$ cat config.mk
export PLATFORM = sky130hd
export DESIGN_NAME = dmi_initiator_flat
export DESIGN_NICKNAME = d
export VERILOG_FILES = /design/src/rtl/dmi_initiator_if.sv /design/src/rtl/dmi_initiator.sv /design/src/flat_wrapper.sv
export SDC_FILE = /design/constraint.sdc
export NUM_CORES = 1
export LEC_CHECK = 0
export CAP_MARGIN = 25
export CELL_PAD_IN_SITES_DETAIL_PLACEMENT = 1
export CELL_PAD_IN_SITES_GLOBAL_PLACEMENT = 2
export CORE_MARGIN = 3
export CORE_UTILIZATION = 26
export DETAILED_ROUTE_END_ITERATION = 10
export PLACE_DENSITY_LB_ADDON = 0.1
export SLEW_MARGIN = 20
export SYNTH_ARGS = -nofsm -noshare
export SYNTH_HDL_FRONTEND = slang
export SYNTH_SLANG_ARGS = --single-unit
export TNS_END_PERCENT = 20
$ cat constraint.sdc
create_clock -name clk -period 4 [get_ports clk]
set_input_delay 0.6 -clock clk [delete_from_list [all_inputs] [get_ports clk]]
set_output_delay 0.6 -clock clk [all_outputs]
set_load 0.005 [all_outputs]
$ cat src/rtl/dmi_initiator_if.sv
// Host command/response channel and DMI request channel of the debug initiator.
// master = initiator side, slave = host plus DMI responder side.
interface dmi_initiator_if;
  logic        cmd_valid;
  logic        cmd_ready;
  logic [1:0]  cmd_op;
  logic [6:0]  cmd_addr;
  logic [31:0] cmd_data;
  logic        rsp_valid;
  logic        rsp_ready;
  logic [31:0] rsp_data;
  logic [1:0]  rsp_status;
  logic        dmi_valid;
  logic        dmi_ready;
  logic        dmi_write;
  logic [6:0]  dmi_addr;
  logic [31:0] dmi_wdata;
  logic [31:0] dmi_rdata;

  modport master (
    input  cmd_valid, cmd_op, cmd_addr, cmd_data, rsp_ready, dmi_ready, dmi_rdata,
    output cmd_ready, rsp_valid, rsp_data, rsp_status,
    output dmi_valid, dmi_write, dmi_addr, dmi_wdata
  );

  modport slave (
    output cmd_valid, cmd_op, cmd_addr, cmd_data, rsp_ready, dmi_ready, dmi_rdata,
    input  cmd_ready, rsp_valid, rsp_data, rsp_status,
    input  dmi_valid, dmi_write, dmi_addr, dmi_wdata
  );
endinterface

$ cat src/rtl/dmi_initiator.sv
// DMI initiator: runs one host command (NOP/READ/WRITE/write-then-poll-busy) on the DMI
// and returns one response; all outputs registered, one command outstanding.
module dmi_initiator #(
  parameter int         TIMEOUT_CYCLES  = 64,
  parameter int         MAX_POLLS       = 255,
  parameter logic [6:0] ABSTRACTCS_ADDR = 7'h16,
  parameter int         BUSY_BIT        = 12
) (
  input  logic          clk,
  input  logic          reset,
  dmi_initiator_if.master bus
);

  localparam int WAIT_W = (TIMEOUT_CYCLES > 1) ? $clog2(TIMEOUT_CYCLES) : 1;
  localparam int POLL_W = $clog2(MAX_POLLS + 1);
  localparam logic [WAIT_W-1:0] WAIT_LAST = WAIT_W'(TIMEOUT_CYCLES - 1);
  localparam logic [POLL_W-1:0] POLL_LAST = POLL_W'(MAX_POLLS);

  localparam logic [1:0] OP_NOP    = 2'd0;
  localparam logic [1:0] OP_READ   = 2'd1;
  localparam logic [1:0] OP_WRPOLL = 2'd3;

  localparam logic [1:0] ST_OK      = 2'd0;
  localparam logic [1:0] ST_BUSY    = 2'd2;
  localparam logic [1:0] ST_TIMEOUT = 2'd3;

  typedef enum logic [2:0] {S_IDLE, S_ACCESS, S_GAP, S_POLL, S_RESP} state_t;

  state_t              r_state,      w_state;
  logic                r_cmd_ready,  w_cmd_ready;
  logic                r_rsp_valid,  w_rsp_valid;
  logic [31:0]         r_rsp_data,   w_rsp_data;
  logic [1:0]          r_rsp_status, w_rsp_status;
  logic                r_dmi_valid,  w_dmi_valid;
  logic                r_dmi_write,  w_dmi_write;
  logic [6:0]          r_dmi_addr,   w_dmi_addr;
  logic [31:0]         r_dmi_wdata,  w_dmi_wdata;
  logic [1:0]          r_op,         w_op;
  logic                r_polling,    w_polling;
  logic [WAIT_W-1:0]   r_wait_cnt,   w_wait_cnt;
  logic [POLL_W-1:0]   r_poll_cnt,   w_poll_cnt;
  logic                w_match;

  assign w_match = r_dmi_valid && bus.dmi_ready;

  always_ff @(posedge clk or posedge reset) begin
    if (reset) begin
      r_state      <= S_IDLE;
      r_cmd_ready  <= 1'b1;
      r_rsp_valid  <= 1'b0;
      r_rsp_data   <= '0;
      r_rsp_status <= '0;
      r_dmi_valid  <= 1'b0;
      r_dmi_write  <= 1'b0;
      r_dmi_addr   <= '0;
      r_dmi_wdata  <= '0;
      r_op         <= OP_NOP;
      r_polling    <= 1'b0;
      r_wait_cnt   <= '0;
      r_poll_cnt   <= '0;
    end else begin
      r_state      <= w_state;
      r_cmd_ready  <= w_cmd_ready;
      r_rsp_valid  <= w_rsp_valid;
      r_rsp_data   <= w_rsp_data;
      r_rsp_status <= w_rsp_status;
      r_dmi_valid  <= w_dmi_valid;
      r_dmi_write  <= w_dmi_write;
      r_dmi_addr   <= w_dmi_addr;
      r_dmi_wdata  <= w_dmi_wdata;
      r_op         <= w_op;
      r_polling    <= w_polling;
      r_wait_cnt   <= w_wait_cnt;
      r_poll_cnt   <= w_poll_cnt;
    end
  end

  always_comb begin
    w_state      = r_state;
    w_cmd_ready  = r_cmd_ready;
    w_rsp_valid  = r_rsp_valid;
    w_rsp_data   = r_rsp_data;
    w_rsp_status = r_rsp_status;
    w_dmi_valid  = r_dmi_valid;
    w_dmi_write  = r_dmi_write;
    w_dmi_addr   = r_dmi_addr;
    w_dmi_wdata  = r_dmi_wdata;
    w_op         = r_op;
    w_polling    = r_polling;
    w_wait_cnt   = r_wait_cnt;
    w_poll_cnt   = r_poll_cnt;

    case (r_state)
      S_IDLE: begin
        if (bus.cmd_valid && r_cmd_ready) begin
          w_cmd_ready = 1'b0;
          w_poll_cnt  = '0;
          w_polling   = 1'b0;
          w_op        = bus.cmd_op;
          if (bus.cmd_op == OP_NOP) begin
            w_rsp_valid  = 1'b1;
            w_rsp_data   = '0;
            w_rsp_status = ST_OK;
            w_state      = S_RESP;
          end else begin
            w_dmi_valid = 1'b1;
            w_dmi_write = (bus.cmd_op != OP_READ);
            w_dmi_addr  = bus.cmd_addr;
            w_dmi_wdata = bus.cmd_data;
            w_wait_cnt  = '0;
            w_state     = S_ACCESS;
          end
        end
      end

      S_ACCESS: begin
        if (w_match) begin
          // Drop valid right after the match so the responder never sees a second access.
          w_dmi_valid = 1'b0;
          if (r_polling) begin
            if (!bus.dmi_rdata[BUSY_BIT]) begin
              w_rsp_valid  = 1'b1;
              w_rsp_data   = bus.dmi_rdata;
              w_rsp_status = ST_OK;
              w_state      = S_RESP;
            end else begin
              w_poll_cnt = r_poll_cnt + 1'b1;
              if (w_poll_cnt == POLL_LAST) begin
                w_rsp_valid  = 1'b1;
                w_rsp_data   = bus.dmi_rdata;
                w_rsp_status = ST_BUSY;
                w_state      = S_RESP;
              end else begin
                w_state = S_GAP;
              end
            end
          end else if (r_op == OP_WRPOLL) begin
            w_polling = 1'b1;
            w_state   = S_GAP;
          end else begin
            w_rsp_valid  = 1'b1;
            w_rsp_data   = (r_op == OP_READ) ? bus.dmi_rdata : 32'd0;
            w_rsp_status = ST_OK;
            w_state      = S_RESP;
          end
        end else if (r_wait_cnt == WAIT_LAST) begin
          w_dmi_valid  = 1'b0;
          w_rsp_valid  = 1'b1;
          w_rsp_data   = '0;
          w_rsp_status = ST_TIMEOUT;
          w_state      = S_RESP;
        end else begin
          w_wait_cnt = r_wait_cnt + 1'b1;
        end
      end

      S_GAP: begin
        w_dmi_write = 1'b0;
        w_dmi_addr  = ABSTRACTCS_ADDR;
        w_dmi_wdata = '0;
        w_state     = S_POLL;
      end

      S_POLL: begin
        w_wait_cnt  = '0;
        w_dmi_valid = 1'b1;
        w_state     = S_ACCESS;
      end

      S_RESP: begin
        if (bus.rsp_ready) begin
          w_rsp_valid  = 1'b0;
          w_rsp_data   = '0;
          w_rsp_status = '0;
          w_cmd_ready  = 1'b1;
          w_state      = S_IDLE;
        end
      end

      default: w_state = S_IDLE;
    endcase
  end

  assign bus.cmd_ready  = r_cmd_ready;
  assign bus.rsp_valid  = r_rsp_valid;
  assign bus.rsp_data   = r_rsp_data;
  assign bus.rsp_status = r_rsp_status;
  assign bus.dmi_valid  = r_dmi_valid;
  assign bus.dmi_write  = r_dmi_write;
  assign bus.dmi_addr   = r_dmi_addr;
  assign bus.dmi_wdata  = r_dmi_wdata;

endmodule
$ cat src/flat_wrapper.sv
// flat-port wrapper written by rule: the top's interface ports become plain ports
module dmi_initiator_flat 
#(
  parameter int         TIMEOUT_CYCLES  = 64,
  parameter int         MAX_POLLS       = 255,
  parameter logic [6:0] ABSTRACTCS_ADDR = 7'h16,
  parameter int         BUSY_BIT        = 12
)
  (clk, reset, bus_cmd_valid, bus_cmd_op, bus_cmd_addr, bus_cmd_data, bus_rsp_ready, bus_dmi_ready, bus_dmi_rdata, bus_cmd_ready, bus_rsp_valid, bus_rsp_data, bus_rsp_status, bus_dmi_valid, bus_dmi_write, bus_dmi_addr, bus_dmi_wdata);
  dmi_initiator_if bus_i ();
  input  logic clk;
  input  logic reset;
  input wire logic [$bits(bus_i.cmd_valid)-1:0] bus_cmd_valid;
  input wire logic [$bits(bus_i.cmd_op)-1:0] bus_cmd_op;
  input wire logic [$bits(bus_i.cmd_addr)-1:0] bus_cmd_addr;
  input wire logic [$bits(bus_i.cmd_data)-1:0] bus_cmd_data;
  input wire logic [$bits(bus_i.rsp_ready)-1:0] bus_rsp_ready;
  input wire logic [$bits(bus_i.dmi_ready)-1:0] bus_dmi_ready;
  input wire logic [$bits(bus_i.dmi_rdata)-1:0] bus_dmi_rdata;
  output wire logic [$bits(bus_i.cmd_ready)-1:0] bus_cmd_ready;
  output wire logic [$bits(bus_i.rsp_valid)-1:0] bus_rsp_valid;
  output wire logic [$bits(bus_i.rsp_data)-1:0] bus_rsp_data;
  output wire logic [$bits(bus_i.rsp_status)-1:0] bus_rsp_status;
  output wire logic [$bits(bus_i.dmi_valid)-1:0] bus_dmi_valid;
  output wire logic [$bits(bus_i.dmi_write)-1:0] bus_dmi_write;
  output wire logic [$bits(bus_i.dmi_addr)-1:0] bus_dmi_addr;
  output wire logic [$bits(bus_i.dmi_wdata)-1:0] bus_dmi_wdata;
  assign bus_i.cmd_valid = bus_cmd_valid;
  assign bus_i.cmd_op = bus_cmd_op;
  assign bus_i.cmd_addr = bus_cmd_addr;
  assign bus_i.cmd_data = bus_cmd_data;
  assign bus_i.rsp_ready = bus_rsp_ready;
  assign bus_i.dmi_ready = bus_dmi_ready;
  assign bus_i.dmi_rdata = bus_dmi_rdata;
  assign bus_cmd_ready = bus_i.cmd_ready;
  assign bus_rsp_valid = bus_i.rsp_valid;
  assign bus_rsp_data = bus_i.rsp_data;
  assign bus_rsp_status = bus_i.rsp_status;
  assign bus_dmi_valid = bus_i.dmi_valid;
  assign bus_dmi_write = bus_i.dmi_write;
  assign bus_dmi_addr = bus_i.dmi_addr;
  assign bus_dmi_wdata = bus_i.dmi_wdata;
  dmi_initiator #(.TIMEOUT_CYCLES(TIMEOUT_CYCLES), .MAX_POLLS(MAX_POLLS), .ABSTRACTCS_ADDR(ABSTRACTCS_ADDR), .BUSY_BIT(BUSY_BIT)) u_core (.clk(clk), .reset(reset), .bus(bus_i));
endmodule
# Word level (Yosys, flattened, before mapping)
# Index checks and enable logic that the tools add are counted.
[op_classes] n_addsub=2 mul=0 div=0 magnitude_cmp=0 eq_ne=21 shifts=0 n_mux=72 bitwise=0 reduce_logical=18
[op_table] operator="$mux 32" n=12
[op_table] operator="$pmux 32 s3" n=1
[op_table] operator="$pmux 32 s2" n=1
[op_table] operator="$mux 8" n=4
[op_table] operator="$mux 3" n=9
[op_table] operator="$mux 6" n=4
[op_table] operator="$mux 1" n=20
[op_table] operator="$mux 2" n=9
[op_table] operator="$pmux 6 s3" n=1
[op_table] operator="$pmux 8 s2" n=1
[op_table] operator="$pmux 3 s5" n=1
[op_table] operator="$mux 7" n=2
[op_table] operator="$pmux 7 s2" n=1
[op_table] operator="$reduce_and 3->1" n=4
[op_table] operator="$ne 2x1->1 const B" n=5
[op_table] operator="$ne 2x2->1 const B" n=5
[op_table] operator="$reduce_and 5->1" n=2
[op_table] operator="$add 8x1->8 const B" n=1
[op_table] operator="$eq 8x8->1 const B" n=1
[op_table] operator="$reduce_and 7->1" n=1
[op_table] operator="$add 6x1->6 const B" n=1
[op_table] operator="$eq 3x2->1 const B" n=2
[op_table] operator="$eq 6x6->1 const B" n=1
[op_table] operator="$pmux 1 s2" n=3
[op_table] operator="16 further kinds" n=21
[totals] reg_bits=97 latch_bits=0 ramBits=0 rom_bits=0 inputBits=78 out_inout_bits=77 mem_count=0

# Logic depth before layout (Yosys ltp)
[logic_depth] depth_word=7 mapped_depth=10 mapped_depth_nobuf=8

# Worst setup path before layout
# Ideal clock, no wire load.
[synth_timing] kind="register to register" from="reg u_core.r_poll_cnt[0]" to="reg u_core.r_rsp_data[10] (netlist: u_core.bus.rsp_data[10])" setup_ns=0.121 arrival_time_ns=2.334 required_ns=3.879 setup_slack_ns=1.545 path_stages_with_launch=10 n_path_buf=3 synth_period_minus_slack_ns=2.455 path_cell_list="dfrtp_1 -> ha_1 -> clkbuf_1 -> or4_1 -> o311ai_1 -> o211ai_1 -> a211o_1 -> buf_6 -> buf_6 -> a22o_1"
[synth_between] elab_chain_cells=4
[synth_rtl] element="start: declaration" line="dmi_initiator.sv:41" source="logic [POLL_W-1:0] r_poll_cnt, w_poll_cnt;"
[synth_rtl] element="start signal: assignment" line="dmi_initiator.sv:74" source="r_poll_cnt <= w_poll_cnt;"
[synth_rtl] element="$add 8x1->8" line="dmi_initiator.sv:127" source="w_poll_cnt = r_poll_cnt + 1'b1;"
[synth_rtl] element="$eq 8x8->1" line="dmi_initiator.sv:128" source="if (w_poll_cnt == POLL_LAST) begin"
[synth_rtl] element="$ne 5x5->1 (no source line)"
[synth_rtl] element="$reduce_and 7->1 (no source line)"
[synth_rtl] element="end signal: assignment" line="dmi_initiator.sv:65" source="r_rsp_data <= w_rsp_data;"
[synth_rtl] element="end: declaration" line="dmi_initiator.sv:32" source="logic [31:0] r_rsp_data, w_rsp_data;"
# No other way between the ends.
# A chain may end at the register's enable or synchronous reset.

# Final worst setup path
[layout_timing] from="reg u_core.r_poll_cnt[0]" to="reg u_core.r_rsp_data[12] (netlist: u_core.bus.rsp_data[12])"
# The elaborated chain is that of the path after synthesis.

==> impl_results.html <==
<table>
<tr><th>Metric</th><th>Value</th></tr>
<tr><th colspan="2">Drt</th></tr>
<tr><td>Routed via count divided by cell count</td><td>about 4.6</td></tr>
<tr><td>Detailed router's first-iteration violation count</td><td>~170</td></tr>
<tr><td>Average wire length per cell after detail routing</td><td>between 15 and 20 um</td></tr>
<tr><td>First-pass iteration count of the detailed router</td><td>4</td></tr>
<tr><td>Post-route DRC</td><td>0</td></tr>
<tr><td>Drt total wl</td><td>12,700 um</td></tr>
<tr><td>Remaining number of nets flagged by the antenna check after routing</td><td>0</td></tr>
<tr><td>Vias after detailed routing</td><td>~3,600</td></tr>
<tr><th colspan="2">Pwr</th></tr>
<tr><td>Leak pwr</td><td>around 0.0028 uW</td></tr>
<tr><td>Areal power density over the cells</td><td>572 nW/um^2</td></tr>
<tr><td>Pwr Total</td><td>roughly 3600 uW</td></tr>
<tr><td>Largest vdd supply drop</td><td>roughly 0.00024 V</td></tr>
<tr><th colspan="2">Floorplan</th></tr>
<tr><td>Die height</td><td>about 130 um</td></tr>
<tr><td>Core area</td><td>15,400 um^2</td></tr>
<tr><td>Die boundary width</td><td>between 100 and 150 um</td></tr>
<tr><td>Row cnt</td><td>45</td></tr>
<tr><td>Initial Util</td><td>approximately 27%</td></tr>
<tr><td>Area of the die</td><td>17,600 um^2</td></tr>
<tr><td>Number of top-level design ports</td><td>about 160</td></tr>
<tr><th colspan="2">Setup path</th></tr>
<tr><td>Longest individual stage delay on the worst path</td><td>between 0.5 and 0.6 ns</td></tr>
<tr><td>Startpoint Class</td><td>flop</td></tr>
<tr><td>Crit path cell chain</td><td>ha_1 -&gt; or4_1 -&gt; o311ai_1 -&gt; o211ai_1 -&gt; a211o_1 -&gt; buf_4 -&gt; a22o_1</td></tr>
<tr><td>Arrival time of data at the critical path endpoint</td><td>3.22 ns</td></tr>
<tr><td>Required time of the worst setup path</td><td>4.23 ns</td></tr>
<tr><td>Critical path peak fanout</td><td>19</td></tr>
<tr><td>Delay-heaviest family, CP</td><td>compound AO/OA/AOI/OAI gates</td></tr>
<tr><td>Critical-path top delay cell</td><td>a211o_1</td></tr>
<tr><td>Critical path capture point type</td><td>flop</td></tr>
<tr><td>Number of buffer and inverter instances along the worst setup path</td><td>1</td></tr>
<tr><td>Critical setup path kind</td><td>flop to flop</td></tr>
<tr><th colspan="2">Yosys</th></tr>
<tr><td>Commonest cells in the synthesized netlist</td><td>dfrtp_1, nand2_1, o21ai_0</td></tr>
<tr><td>Sequential element share of the synthesized area</td><td>58.2%</td></tr>
<tr><td>Count of yosys warnings during synthesis</td><td>0</td></tr>
<tr><td>Cell accounting for the most synthesized area</td><td>dfrtp_1</td></tr>
<tr><td>Number of synthesized flops with an enable pin</td><td>0</td></tr>
<tr><td>Share of flip-flops with an asynchronous set or reset</td><td>between 90% and 100%</td></tr>
<tr><td>Mean cell area of the mapped netlist</td><td>just over 10 um^2</td></tr>
<tr><td>Top-area cell type share of the netlist area</td><td>a little under three fifths</td></tr>
<tr><td>Syn Nets</td><td>roughly 490</td></tr>
<tr><td>Predominant post-synthesis flop cell</td><td>dfrtp_1</td></tr>
<tr><td>Syn Inst Count</td><td>around 410</td></tr>
<tr><td>Most area-consuming cells after synthesis</td><td>dfrtp_1, nand2_1, a22o_1, o21ai_0, nor2_1</td></tr>
<tr><td>Most frequent cell after synthesis</td><td>dfrtp_1</td></tr>
<tr><td>Combined area of all synthesized cells</td><td>4170 um^2</td></tr>
<tr><td>Number of distinct library cells after synthesis</td><td>45</td></tr>
<tr><td>#FFs+latches synth</td><td>97</td></tr>
<tr><th colspan="2">STA</th></tr>
<tr><td>Actual slew at the worst max-slew pin</td><td>between 0.8 and 0.9 ns</td></tr>
<tr><td>Final min period</td><td>about 3 ns</td></tr>
<tr><td>Worst setup margin</td><td>approximately 1.0 ns</td></tr>
<tr><td>Total Neg Setup Slack</td><td>0 ns</td></tr>
<tr><td>Number of pins with negative max-slew slack in the final report</td><td>0</td></tr>
<tr><td>Clock tree skew after final layout</td><td>~0.0043 ns</td></tr>
<tr><td>Maximum frequency from static timing analysis</td><td>~330 MHz</td></tr>
<tr><td>Number of setup violations in the final report</td><td>0</td></tr>
<tr><td>Max-slew headroom at the worst pin</td><td>40.3%</td></tr>
<tr><td>Ratio of final minimum period to clock period</td><td>between 70% and 80%</td></tr>
<tr><td>Final hold violation count</td><td>0</td></tr>
<tr><td>Unrepaired setup endpoints after global routing</td><td>no</td></tr>
<tr><th colspan="2">Clocking</th></tr>
<tr><td>Number of levels in the clock H-tree</td><td>3</td></tr>
<tr><td>Bufs on Longest Clock Path</td><td>2</td></tr>
<tr><td>CTS root buffer</td><td>clkbuf_16</td></tr>
<tr><td>Post-CTS setup buffer count</td><td>0</td></tr>
<tr><td>Insertion delay of the later-clocked pin in the worst-skew pair</td><td>roughly 0.34 ns</td></tr>
<tr><td>Number of hold-repair buffers added at the cts stage</td><td>0</td></tr>
<tr><td>Sink Count</td><td>97</td></tr>
<tr><td>Clock tree from TritonCTS</td><td>yes</td></tr>
<tr><td>Number of CTS-inserted buffers</td><td>9</td></tr>
<tr><td>Clock slew at reported path FFs</td><td>0.07 ns</td></tr>
<tr><td>Number of gates resized after CTS</td><td>0</td></tr>
<tr><th colspan="2">Final layout</th></tr>
<tr><td>Area overhead of the layout relative to synthesis</td><td>49.0%</td></tr>
<tr><td>Share of the core filled with cells in the final layout</td><td>40.3%</td></tr>
<tr><td>Layout filler cell count</td><td>1,740</td></tr>
<tr><td>Net count, final</td><td>around 640</td></tr>
<tr><td>Area of combinational cells with multiple inputs</td><td>approximately 1600 um^2</td></tr>
<tr><td>Proportion of layout cells with a drive suffix above 1</td><td>5.90%</td></tr>
<tr><td>Sequential cell area</td><td>between 2000 and 2500 um^2</td></tr>
<tr><td>Inserted Diodes</td><td>0</td></tr>
<tr><th colspan="2">Global route</th></tr>
<tr><td>Gr ovfl total</td><td>0</td></tr>
<tr><td>Antenna violations before repair</td><td>0</td></tr>
<tr><td>Number of global-route vias before repair</td><td>roughly 3,800</td></tr>
<tr><td>Global-route wire length before repair</td><td>~21,000 um</td></tr>
<tr><td>Largest net degree at the start of global routing</td><td>80</td></tr>
<tr><td>GRT Total Usage</td><td>about 15%</td></tr>
<tr><th colspan="2">Status</th></tr>
<tr><td>Outcome</td><td>finished, final reports clean</td></tr>
<tr><th colspan="2">Placement</th></tr>
<tr><td>Total half-perimeter wirelength after legalization and detailed placement</td><td>approximately 9000 um</td></tr>
<tr><td>Worst-case setup slack after placement</td><td>slightly above 1 ns</td></tr>
<tr><td>Port Buffer Count</td><td>154</td></tr>
<tr><td>Placer's final routability congestion estimate</td><td>just under 0.8</td></tr>
<tr><th colspan="2">Run</th></tr>
<tr><td>Count of max-cap constraint violations</td><td>0</td></tr>
<tr><th colspan="2">Worst hold path</th></tr>
<tr><td>Type of the tightest min-delay check</td><td>flop to flop</td></tr>
</table>
-- state kept, by name (all words and copies together), names as in the netlist, 2 cells and up --
signal / flops
u_core.r_op: 2
u_core.bus.rsp_data: 32
u_core.r_wait_cnt: 6
u_core.r_poll_cnt: 8
u_core.r_state: 3
u_core.bus.rsp_status: 2
u_core.bus.dmi_wdata: 32
u_core.bus.dmi_addr: 7
-- through the flow --
step	instances	hold WS, ns	cell area (um^2)
after global placement	754	0.461	5900
after CTS	770	0.485	6220
after detailed placement	754	0.469	5900
final	770	0.479	6220
after floorplan	411	0.473	4170
after global routing	770	0.516	6220
-- worst register-to-register path: stages, from the launching register on --
cell      delay [ns]
dfrtp_1         0.44
ha_1            0.35
or4_1           0.56
o311ai_1        0.11
o211ai_1        0.23
a211o_1         0.59
buf_4           0.34
a22o_1          0.26
-- metal layers --
layer | share of wire (%) | track usage, % | up-vias
met5 | 0 | 0 | -
met4 | 1.7 | 4.97 | 0
met3 | 8.0 | 5.55 | 15
met2 | 46 | 22.7 | 106
met1 | 44 | 18.9 | 1724
li1 | - | - | 1724
-- cells in the final DEF (no fill, tap or decap), types with 5 or more instances in the layout --
cell type        instances
a21oi_1                 12
nor2b_1                  5
clkbuf_16                9
clkdlybuf4s50_1        154
nand2_1                 94
a22o_1                  34
dfrtp_1                 96
nor2_1                  20
mux2_2                   5
o21ai_0                 52
nand3_1                  8
-- final timing paths --
kind | from | endpoint | slack [ns] | cells after the start
worst max-delay path | u_core.r_poll_cnt[0] | u_core.bus.rsp_data[12] | 1.01 | 7
worst min-delay path | u_core.bus.dmi_wdata[26] | u_core.bus.dmi_wdata[26] | 0.48 | 2
worst max register to register | u_core.r_poll_cnt[0] | u_core.bus.rsp_data[12] | 1.01 | 7
worst min register to register | u_core.bus.dmi_wdata[26] | u_core.bus.dmi_wdata[26] | 0.48 | 2
max in group asynchronous | reset | u_core.bus.rsp_status[1] | 2.53 | 3
min in group asynchronous | reset | u_core.bus.dmi_wdata[13] | 0.76 | 2
-- layout make-up --
class,count,share of cell area [%]
tap,211,4.24
clock inverter,6,1.45
timing repair buffer,159,25.6
inverter,5,0.342
sequential,97,39.0
clock buffer,10,3.68
multi-input combinational,282,25.7
-- cells by family (layout without fill, tap and decap cells) --
group	Yosys count	in the layout	share of synthesized area, %
buf+inv	32	180	3.93
fa+ha+maj	3	3	0.899
flops	97	97	58.2
mux	7	7	1.83
xor+xnor	5	5	1.05
simple gates	148	148	15.5
compound gates	119	119	18.6
-- report_power, final --
group | leakage (uW) | internal (uW) | switching (uW)
combinational | 0.00132 | 644 | 537
sequential | 0.00128 | 1240 | 183
clock | 0.000153 | 553 | 401
No activity file was read; power rests on OpenSTA's default activity.
==> RTL edit 1, RTL diff (same flow settings) <==
`TIMEOUT_CYCLES` is set to 64 in 2 places; all go to 256.
--- a/src/rtl/dmi_initiator.sv
+++ b/src/rtl/dmi_initiator.sv
@@ -1,7 +1,7 @@
 // DMI initiator: runs one host command (NOP/READ/WRITE/write-then-poll-busy) on the DMI
 // and returns one response; all outputs registered, one command outstanding.
 module dmi_initiator #(
-  parameter int         TIMEOUT_CYCLES  = 64,
+  parameter int         TIMEOUT_CYCLES  = 256,
   parameter int         MAX_POLLS       = 255,
   parameter logic [6:0] ABSTRACTCS_ADDR = 7'h16,
   parameter int         BUSY_BIT        = 12
--- a/src/flat_wrapper.sv
+++ b/src/flat_wrapper.sv
@@ -1,7 +1,7 @@
 // flat-port wrapper written by rule: the top's interface ports become plain ports
 module dmi_initiator_flat 
 #(
-  parameter int         TIMEOUT_CYCLES  = 64,
+  parameter int         TIMEOUT_CYCLES  = 256,
   parameter int         MAX_POLLS       = 255,
   parameter logic [6:0] ABSTRACTCS_ADDR = 7'h16,
   parameter int         BUSY_BIT        = 12
Behaviour: same outputs for any inputs over 4 cycles, from zero or initial values and one cycle with reset high; that may be too few to reach the edited logic, so the function may still have changed.
==> RTL edit 1 against the unedited design <==
  * Sequential cell count is 2 higher
  * Critical endpoint is now u_core.bus.rsp_data[30]$_DFFE_PP0P_
  * Synthesized area is 2.1% higher
  * Final area is 2.1% higher
  * Worst setup slack better by 130 ps
  * Cell count is 1.2% higher
  * Global-route usage is 0.30 points higher
  * Synthesized cell count is 0.24% lower
  * Power is 4.7% higher
  * Non-clock buffer count is 1 higher
  * Maximum frequency is 4.7% higher
  * Routed wire length is 3.4% higher
==> RTL edit 1: results <==
outcome:
  status: "completed"
finish:
  seq_cell_count: 99
  num-multi-input-gates: 281
  seq_share_pct: 39.0
  nNonClkInverters: 7
  clockBufferCount: 9
  nNetsFinal: 639
  clock_area_share_pct: 4.88
  layout-drive-gt1-share_pct: 6.57
  multi_input_area_share_pct: 25.7
  n_fill_cell: 1784
timing:
  fin_skew_ps: 6.13
  worstMarginPinSlew_ps: 749
  fin_crit_sh_pct: 71.4
setup_path:
  rr_worst_depth: 6
  worstPathMaxFanout: 32
  worst-r2r-setup-slack_ps: 1140
  cp-endpoint: "u_core.bus.rsp_data[30]$_DFFE_PP0P_"
  crit_arrival_ps: 3140
  crit_path_max_incr_delay_ps: 750
global_routing:
  grt_usage_pct: 14.9
  grt_first_pass_wirelength_um: 21400
  grt_max_degree: 57
placed_design:
  place_ws_ps: 984
  place_congestion: 0.746
  hpwl_um: 9300
pwr:
  ir_drop_mv: 0.254
  p_int_mw: 2.51
logic_synthesis:
  syn-num-nets: 491
  synthTopCellsByCount: "dfrtp_1 (98), nand2_1 (95), o21ai_0 (59)"
  yosysUniqueCellTypes: 48
drt:
  drt_iter0_markers: 125
  drt_wl_total_um: 13100
-- RTL edit 1: cell count changes in the layout (fill, tap and decap cells not counted), moves of 3 or more --
cell,delta
nor2b_1,-5
nor2_1,-7
or3_1,+8
nand3_1,-3
o21ai_0,+7
nor3_1,+3
-- RTL edit 1: kinds of logic after synthesis --
group                    synth area share (%)
buffers and inverters                    3.76
flip-flops                               58.2
adder cells (fa/ha/maj)                 0.881
AO/OA/AOI/OAI                            20.2
AND/OR/NAND/NOR                          15.1
XOR/XNOR                                0.617
multiplexers                             1.29
-- RTL edit 1: worst min-delay path by stage --
stage | slack [ps] | depth (start not counted) | end | startpoint
floorplan | 470 | 2 | u_core.bus.dmi_addr[0]$_DFFE_PP0P_ | u_core.bus.dmi_addr[0]$_DFFE_PP0P_
global placement | 460 | 2 | u_core.bus.dmi_wdata[6]$_DFFE_PP0P_ | u_core.bus.dmi_wdata[6]$_DFFE_PP0P_
detailed placement | 470 | 2 | u_core.bus.dmi_addr[2]$_DFFE_PP0P_ | u_core.bus.dmi_addr[2]$_DFFE_PP0P_
CTS | 490 | 2 | u_core.bus.dmi_addr[2]$_DFFE_PP0P_ | u_core.bus.dmi_addr[2]$_DFFE_PP0P_
global route | 520 | 2 | u_core.bus.dmi_addr[2]$_DFFE_PP0P_ | u_core.bus.dmi_addr[2]$_DFFE_PP0P_
finish | 480 | 2 | u_core.bus.dmi_wdata[16]$_DFFE_PP0P_ | u_core.bus.dmi_wdata[16]$_DFFE_PP0P_
-- RTL edit 1: tightest hold or removal path, cell delays in order, from the launching register on --
cell and delay [ps]:
dfrtp_1 340, nand2_1 40, o21ai_0 60
-- RTL edit 1: metrics by stage --
| stage | instance area, um^2 | std cells | hold WS, ps | power [mW] | utilization [%] |
|---|---|---|---|---|---|
| after global placement | 6010 | 762 | 462 | 2.78 | 37.7 |
| after floorplan | 4260 | 410 | 473 | 2.06 | - |
| after global routing | 6350 | 779 | 515 | 3.99 | 39.8 |
| after detailed placement | 6010 | 762 | 472 | 2.82 | 37.7 |
| final | 6350 | 779 | 479 | 3.73 | 39.8 |
| after CTS | 6320 | 778 | 488 | 3.76 | 39.7 |
-- RTL edit 1: metal layers --
layer  track usage (%)  part of all wire, %  vias to the layer above
met4              3.94                 0.98                        0
met2              24.2                   48                       84
li1                  -                    -                     1745
met5                 0                    0                        -
met1              20.2                   46                     1771
met3              3.60                  4.8                        7
-- RTL edit 1: power groups by stage --
stage | combinational [mW] | clock [mW] | sequential (mW)
3_5_place_dp | 1.33 | 0 | 1.50
6_report | 1.33 | 0.924 | 1.47
5_1_grt | 1.48 | 0.997 | 1.52
4_1_cts | 1.33 | 0.959 | 1.48
3_3_place_gp | 1.30 | 0 | 1.48
2_1_floorplan | 0.589 | 0 | 1.47
==> RTL edit 2, RTL diff (config.mk and constraints unchanged) <==
Without the edit above. Re-encode `state_t` (5 states) as one-hot, 5 bits wide.
--- a/src/rtl/dmi_initiator.sv
+++ b/src/rtl/dmi_initiator.sv
@@ -24,7 +24,7 @@
   localparam logic [1:0] ST_BUSY    = 2'd2;
   localparam logic [1:0] ST_TIMEOUT = 2'd3;
 
-  typedef enum logic [2:0] {S_IDLE, S_ACCESS, S_GAP, S_POLL, S_RESP} state_t;
+  typedef enum logic [4:0] {S_IDLE = 5'b00001, S_ACCESS = 5'b00010, S_GAP = 5'b00100, S_POLL = 5'b01000, S_RESP = 5'b10000} state_t;
 
   state_t              r_state,      w_state;
   logic                r_cmd_ready,  w_cmd_ready;
Function: no difference found for any inputs over 4 cycles, from zero or initial values and one cycle with reset high; so few cycles prove little.
==> RTL edit 2 against the unedited design <==
  * Synthesized area is 11% higher
  * Worst setup slack improved by 250 ps
  * Power up 15%
  * Routed wire length is 8.9% higher
  * Sequential cell count grew 2
  * Cell count rose by 13%
  * Final area grew 7.1%
  * Non-clock buffer count unchanged
  * Core utilization is 1.9 points lower
  * Hold slack gained 3.5 ps
  * Critical path type unchanged
  * Highest routed layer unchanged
==> RTL edit 2: results <==
logic_synthesis:
  yosysUniqueCellTypes: 48
  synthTopCellsByArea: "dfrtp_1 (52%), nand2_1 (11%), mux2i_1 (6.9%), o21ai_0 (6.2%), inv_1 (3.4%)"
  async_reset_ff_share_pct: 100
  synthTopCellsByCount: "nand2_1 (130), dfrtp_1 (97), o21ai_0 (57)"
  synth_enable_flop_cells: 0
  yosys_warnings: 0
  synth_compound_area_share_pct: 11.8
  muxShareOfSynthArea_pct: 7.41
  ys_seq_area_share_pct: 53.6
  yosys.area_share.adder_pct: 0.811
  syn-num-nets: 578
  synthXorXnorAreaFrac_pct: 0.378
setup_path:
  crit_slowest_cell: "dfrtp_1"
  crit_arrival_ps: 2960
  worstPathMaxFanout: 35
  critPathTopFamily: "compound AO/OA/AOI/OAI gates"
  crit_path_max_incr_delay_ps: 460
placed_design:
  hpwl_um: 10100
  place_ws_ps: 1080
  portBuffers: 154
  place_congestion: 0.733
global_routing:
  antenna_found_initial: 0
  grt_pass1_vias: 4343
  grt_max_degree: 79
  grt_usage_pct: 14.6
  grt_first_pass_wirelength_um: 23000
drt:
  drtPass1Iterations: 4
  vias: 3992
  drt_iter0_markers: 109
  drt_wl_total_um: 13800
pwr:
  p_leak_nw: 2.71
  p_sw_share_pct: 33.3
  ir_drop_mv: 0.234
timing:
  max_slew_margin_pct: 53.1
  fin_skew_ps: 8.32
clock_tree:
  postCtsSetupBuffers: 0
  cts_buffer_depth: 2
  clk_pin_slew_ps: 70
  cts_root_buffer: "clkbuf_16"
  cts_max_level: 3
  cts_buffers: 9
  cts_resized: 0
  clk_latency_ps: 340
finish:
  area_growth_pct: 44.0
  n_fill_cell: 1974
  nNetsFinal: 724
  n_antenna_cell: 0
  layout-drive-gt1-share_pct: 5.40
min_path:
  hold_class: "reg2reg"
outcome:
  status: "completed"
[RTL edit 2: changes by cell type after synthesis, moves of 4 or more]
| cell | change |
|---|---|
| or3_1 | +4 |
| inv_1 | +37 |
| nand3_1 | +7 |
| o21ai_0 | +5 |
| o21ai_1 | +6 |
| nand2_1 | +36 |
| a22o_1 | -34 |
| clkbuf_1 | -6 |
| mux2i_1 | +30 |
| mux2_2 | -5 |
[RTL edit 2: kinds of logic (layout without fill, tap and decap cells)]
kind of cell	Yosys count	count (layout)
and+or+nand+nor	198	198
DFF	99	99
AOI/OAI and AO/OA	95	95
buffers and inverters	66	217
muxes	34	34
adders and majority gates	3	3
xor gates and xnor gates	2	2
[RTL edit 2: layout make-up]
| type | instances | share of cell area (%) |
|---|---|---|
| clock buffers | 11 | 3.64 |
| multi-input cells | 332 | 27.6 |
| repair buffers | 159 | 24.1 |
| inverters | 42 | 2.40 |
| well taps | 225 | 4.22 |
| clock inverters | 5 | 0.901 |
| flip-flops and latches | 99 | 37.2 |
[RTL edit 2: through the flow]
| stage | instances | instance area, um^2 |
|---|---|---|
| floorplan | 497 | 4630 |
| global placement | 857 | 6360 |
| detailed placement | 857 | 6360 |
| CTS | 873 | 6670 |
| global route | 873 | 6670 |
| finish | 873 | 6670 |
[RTL edit 2: path summary, 6_finish.rpt]
kind,startpoint,endpoint,slack [ps],depth (start not counted)
max,u_core.r_poll_cnt[0]$_DFFE_PP0P_,u_core.bus.rsp_status[1]$_DFFE_PP0P_,1260,8
min in group asynchronous,reset,u_core.bus.rsp_data[5]$_DFFE_PP0P_,710,2
min reg2reg,u_core.bus.rsp_valid$_DFFE_PP0P_,u_core.bus.rsp_valid$_DFFE_PP0P_,480,1
max reg2reg,u_core.r_poll_cnt[0]$_DFFE_PP0P_,u_core.bus.rsp_status[1]$_DFFE_PP0P_,1260,8
max in group asynchronous,reset,u_core.r_state[0]$_DFFE_PP1P_,2530,3
min,u_core.bus.rsp_valid$_DFFE_PP0P_,u_core.bus.rsp_valid$_DFFE_PP0P_,480,1
[RTL edit 2: power by group through the flow]
stage	clock [mW]	combinational (mW)	sequential (mW)
floorplan	0	0.831	1.56
global placement	0	1.65	1.56
detailed placement	0	1.68	1.57
CTS	0.937	1.69	1.56
global route	0.981	1.84	1.61
finish	0.890	1.64	1.55
[RTL edit 2: metal layers]
metal	vias up	track usage, %	wire, um	part of all wire, %
li1	1937	-	-	-
met1	1927	17.8	5830	42
met2	111	23.3	6550	47
met3	17	5.81	1170	8.4
met4	0	5.20	267	1.9
met5	-	0	0	0
